`config.mk`:
```
export PLATFORM = sky130hd
export DESIGN_NAME = fetch_queue_pipe
export DESIGN_NICKNAME = d
export VERILOG_FILES = /design/src/rtl/fetch_queue_pipe.sv
export SDC_FILE = /design/constraint.sdc
export NUM_CORES = 1
export LEC_CHECK = 0
export BUFFER_PORTS_ARGS = -buffer_cell sky130_fd_sc_hd__buf_2
export CORE_AREA = 2 2 99 101
export CTS_CLUSTER_DIAMETER = 120
export DETAILED_ROUTE_END_ITERATION = 10
export DIE_AREA = 0 0 101 103
export HOLD_SLACK_MARGIN = 0.05
export PLACE_DENSITY = 0.93
export SLEW_MARGIN = 30
export SYNTH_ARGS = -nofsm -noshare
export SYNTH_HDL_FRONTEND = slang
export SYNTH_SLANG_ARGS = --single-unit
```
`constraint.sdc`:
```
create_clock -name clk -period 11.8 [get_ports clk]
set_input_delay 2.36 -clock clk [delete_from_list [all_inputs] [get_ports clk]]
set_output_delay 2.36 -clock clk [all_outputs]
set_load 0.02 [all_outputs]
```
`src/rtl/fetch_queue_pipe.sv`:
```
// ---------------------------------------------------------------------------
// fetch_queue_pipe
//   IF/ID boundary. Holds up to DEPTH {pc, instr} pairs in order between
//   fetch and decode. Provides a valid/ready handshake on both sides, a
//   stall input that holds the head entry, and a flush input that empties
//   the queue and then blocks both sides for FLUSH_CYCLES bubble cycles.
//
// Ports
//   clk        in   1                 clock, all state on posedge
//   rst        in   1                 synchronous active-high reset
//   in_valid   in   1                 fetch presents in_pc/in_instr
//   in_ready   out  1                 queue accepts this cycle
//   in_pc      in   XLEN              fetch pc
//   in_instr   in   XLEN              fetched instruction
//   flush      in   1                 taken jal/jalr/branch redirect
//   stall      in   1                 load-use hazard: hold head, no dequeue
//   out_valid  out  1                 head entry valid to decode
//   out_pc     out  XLEN              head pc (0 when !out_valid)
//   out_instr  out  XLEN              head instr (NOP_INSTR when !out_valid)
//   occupancy  out  $clog2(DEPTH)+1   entries held
// ---------------------------------------------------------------------------
module fetch_queue_pipe #(
  parameter int               XLEN         = 32,
  parameter int               DEPTH        = 2,
  parameter int               FLUSH_CYCLES = 2,
  parameter logic [XLEN-1:0]  NOP_INSTR    = '0
) (
  input  logic                       clk,
  input  logic                       rst,
  input  logic                       in_valid,
  output logic                       in_ready,
  input  logic [XLEN-1:0]            in_pc,
  input  logic [XLEN-1:0]            in_instr,
  input  logic                       flush,
  input  logic                       stall,
  output logic                       out_valid,
  output logic [XLEN-1:0]            out_pc,
  output logic [XLEN-1:0]            out_instr,
  output logic [$clog2(DEPTH):0]     occupancy
);

  localparam int PW = $clog2(DEPTH);
  localparam int CW = PW + 1;

  typedef struct packed {
    logic [XLEN-1:0] pc;
    logic [XLEN-1:0] instr;
  } entry_t;

  entry_t          mem [DEPTH];
  entry_t          head;
  logic [PW-1:0]   wr_ptr;
  logic [PW-1:0]   rd_ptr;
  logic [CW-1:0]   count;
  logic [2:0]      bub;
  logic            full;
  logic            enq;
  logic            deq;

  // Handshake is decided purely from registered state plus flush; the data
  // outputs never see in_pc/in_instr combinationally.
  assign full      = (count == CW'(DEPTH));
  assign in_ready  = !flush && (bub == 3'd0) && !full;
  assign out_valid = (count != '0) && (bub == 3'd0);
  assign enq       = in_valid && in_ready;
  assign deq       = out_valid && !stall;

  assign head      = mem[rd_ptr];
  assign out_pc    = out_valid ? head.pc    : '0;
  assign out_instr = out_valid ? head.instr : NOP_INSTR;
  assign occupancy = count;

  // Control state. Flush wins over everything except reset; the bubble
  // counter only counts down when no new flush arrives.
  // NOTE: sequential state uses non-blocking assignments so every flop
  // samples the pre-edge values regardless of statement order.
  always_ff @(posedge clk) begin
    if (rst) begin
      wr_ptr <= '0;
      rd_ptr <= '0;
      count  <= '0;
      bub    <= '0;
    end else if (flush) begin
      rd_ptr <= wr_ptr;
      count  <= '0;
      bub    <= 3'(FLUSH_CYCLES);
    end else begin
      if (bub != 3'd0) bub    <= bub - 3'd1;
      if (enq)         wr_ptr <= wr_ptr + PW'(1);
      if (deq)         rd_ptr <= rd_ptr + PW'(1);
      count <= count + CW'(enq) - CW'(deq);
    end
  end

  // NOTE: the storage array has no reset; its contents are only observable
  // through out_valid, which depends solely on the reset count/bub.
  always_ff @(posedge clk) begin
    if (!rst && enq) begin
      mem[wr_ptr] <= '{pc: in_pc, instr: in_instr};
    end
  end

endmodule

```
==> flow_summary_export.csv <==
group,metric,value,unit
clocking,htree_levels,4,
synth,synth_ff_type,"edfxtp_1",
synth,yosys_warnings,0,
grt,grt_util_all_layers,18.2,%
synth,synth_seq_area_share,77.6,%
pwr,p_sw,0.227,mW
timing,fmax,0.191,GHz
synth,synth-async-reset-ratio,0,%
status,status,"finished, final reports clean",
timing,fin_crit_sh,44.3,%
grt,grt-ovfl-total,0,
die,rows,36,
critical_path,crit_path_top_delay_cell,"buf_2",
die,die_w,101,µm
routing,drtPass1Iterations,5,
final_layout,fin_util,69.9,%
final_layout,n_antenna_cell,0,
final_layout,drive_gt1_share,37.7,%
routing,ant_nets,0,
timing,fin_skew,6.33,ps
clocking,path_clk_slew,60,ps
pwr,intPower,0.903,mW
synth,synth_cell_types,23,
critical_path,critPathRequiredTime,9440,ps
timing,period_needed,5220,ps
routing,routed_wl,9530,µm
die,ios,137,
pwr,ir_worst_vdd,0.127,mV
die,fp.dieH,103,µm
final_layout,instances_no_fill,584,
min_path,hp-class,"reg2reg",
critical_path,cp-startpoint,"flush",
pwr,seqPwrFrac,48.1,%
synth,synth_most_common_cell,"edfxtp_1",
routing,vias_per_cell,5.17,
critical_path,rr_startpoint,"bub[2]",
critical_path,crit_path_max_incr_delay,190,ps
grt,grt_max_degree,65,
timing,setup_viol,0,
synth,synth_nets,383,
critical_path,crit_type,"in2out",
grt,grt_pass1_vias,2992,
synth,synthTopCellsByCount,"128 x edfxtp_1, 71 x nor2_1, 64 x mux2i_1, 8 x buf_1, 8 x dfxtp_1",
clocking,clock_sinks,136,
final_layout,nFillCells,620,
critical_path,r2r_end,"mem[1][36]",
die,core,9460,µm²
final_layout,areaGrowthSynthToFinish,28.1,%
die,die-area,10400,µm²
routing,vias,3019,
synth,synth_area_per_cell,16.5,µm²
synth,synthCells,312,
timing,hold_viol,0,
critical_path,rrSetupSlack,9180,ps
clocking,cts_buffers,17,
critical_path,r2r_cells,4,
pwr,pwr-share-comb,5.3,%
synth,synth.ff_latch_count,136,
critical_path,path_cells,"buf_2 > nor3_1 > buf_2",
clocking,cts_root_buf,"clkbuf_8",
timing,tns,0,ps
synth,synth_area_leader_cell,"edfxtp_1",
pwr,switching_share,20.1,%
place,port_buffers,136,
routing,drt_iter0_drc,135,
clocking,cts_hold_buf,0,
clocking,clk-insertion-delay-late,510,ps
timing,whs,466,ps
grt,grt_antenna_before_repair,0,
final_layout,layout.nets,529,
clocking,cts_resized,0,
grt,grt_pass1_wl,14000,µm
pwr,clockPowerShare,46.5,%
pwr,power_density,171,nW/µm²
synth,synth_edf_count,128,
clocking,post-cts-setup-buffers,0,
critical_path,end_kind,"primary output",
critical_path,crit_path_end,"in_ready",
timing,slew_viol_final,0,
critical_path,path_common_cell,"buf_2",
timing,tightest_slew,867,ps
clocking,cts_max_path_buffers,2,
synth,syn_area,5160,µm²
critical_path,crit_fanout,5,
timing,maxSlewHeadroom,42.2,%
synth,netlist_top_cells_area,"edfxtp_1 74%, mux2i_1 12%, nor2_1 5.2%",
place,gp_congestion,0.750,
pwr,p_leak,2.59,nW
routing,drc_errors,0,
flow_run,cap_viol_max_count,0,
place,hpwl,6160,µm
critical_path,cp.arrival,2860,ps
synth,synth.top_cell.area_share,74.5,%
routing,wl_per_cell,16.3,µm
critical_path,startpoint_type,"input pin",
clocking,cts_tree,"built",
timing,rsz0062_at_grt,"no",
place,dp_cells,553,
die,start_util,54.6,%
[critical path: cells and delay by family]
family / cells / cell delay (ps)
AND/OR/NAND/NOR: 1 / 180
buffers and inverters: 2 / 320
[layout by cell type, fill, tap and decap left out, types with 3 or more instances in the layout]
| master | count |
|---|---|
| inv_1 | 3 |
| clkinvlp_4 | 3 |
| edfxtp_1 | 128 |
| clkinv_1 | 3 |
| buf_4 | 4 |
| bufinv_16 | 4 |
| nor2_1 | 71 |
| buf_2 | 136 |
| dfxtp_1 | 7 |
| clkbuf_16 | 16 |
| mux2i_1 | 64 |
[kinds of logic (layout without fill, tap and decap cells)]
| group | after synthesis | in the layout | share of synthesized area [%] |
|---|---|---|---|
| compound gates | 7 | 7 | 0.849 |
| xor+xnor | 2 | 2 | 0.340 |
| fa+ha+maj | 2 | 2 | 0.485 |
| buf+inv | 17 | 175 | 1.26 |
| flops | 136 | 136 | 77.6 |
| mux | 65 | 65 | 12.7 |
| simple gates | 83 | 83 | 6.77 |
[per-stage QoR]
step	total power [mW]	cell area, µm²	setup slack (ps)
floorplan	0.588	5160	3590
global placement	0.610	5980	6590
detailed placement	0.615	6010	6590
CTS	1.14	6610	6590
global route	1.16	6610	6530
finish	1.13	6610	6580
[area by class of cell]
| type | count | area [µm²] | share of cell area, % |
|---|---|---|---|
| clock inverter | 14 | 181 | 2.75 |
| inverter | 3 | 11.3 | 0.170 |
| sequential | 136 | 4010 | 60.7 |
| tap | 114 | 143 | 2.16 |
| multi-input combinational | 159 | 1110 | 16.8 |
| timing repair buffer | 141 | 738 | 11.2 |
| clock buffer | 17 | 414 | 6.27 |
[power by group through the flow]
stage | combinational [mW] | sequential, mW | clock (mW)
finish | 0.0603 | 0.544 | 0.526
global route | 0.0655 | 0.545 | 0.552
CTS | 0.0609 | 0.544 | 0.536
detailed placement | 0.0606 | 0.554 | 0
global placement | 0.0536 | 0.557 | 0
floorplan | 0.0364 | 0.551 | 0
[how the worst min path moves through the flow]
stage	startpoint	to	slack (ps)	cells after the start
3_5_place_dp	bub[0]	bub[0]	460	1
2_1_floorplan	bub[0]	bub[0]	430	1
3_3_place_gp	bub[2]	bub[2]	440	2
5_1_grt	bub[2]	bub[2]	490	2
6_report	bub[0]	bub[0]	470	1
4_1_cts	bub[0]	bub[0]	470	1
[sequential cells by signal (all words and copies together) (netlist names), named ones only]
name and flops:
bub 3, occupancy 2, rd_ptr 1, mem 128
wr_ptr 1
[metal layers]
metal / routed length (µm) / vias up / GRT usage [%]
li1: - / 1443 / -
met1: 3710 / 1438 / 20.2
met2: 5030 / 120 / 31.4
met3: 584 / 18 / 5.76
met4: 200 / 0 / 10.2
met5: 0 / - / 0
Power figures use the tool's default switching activity.
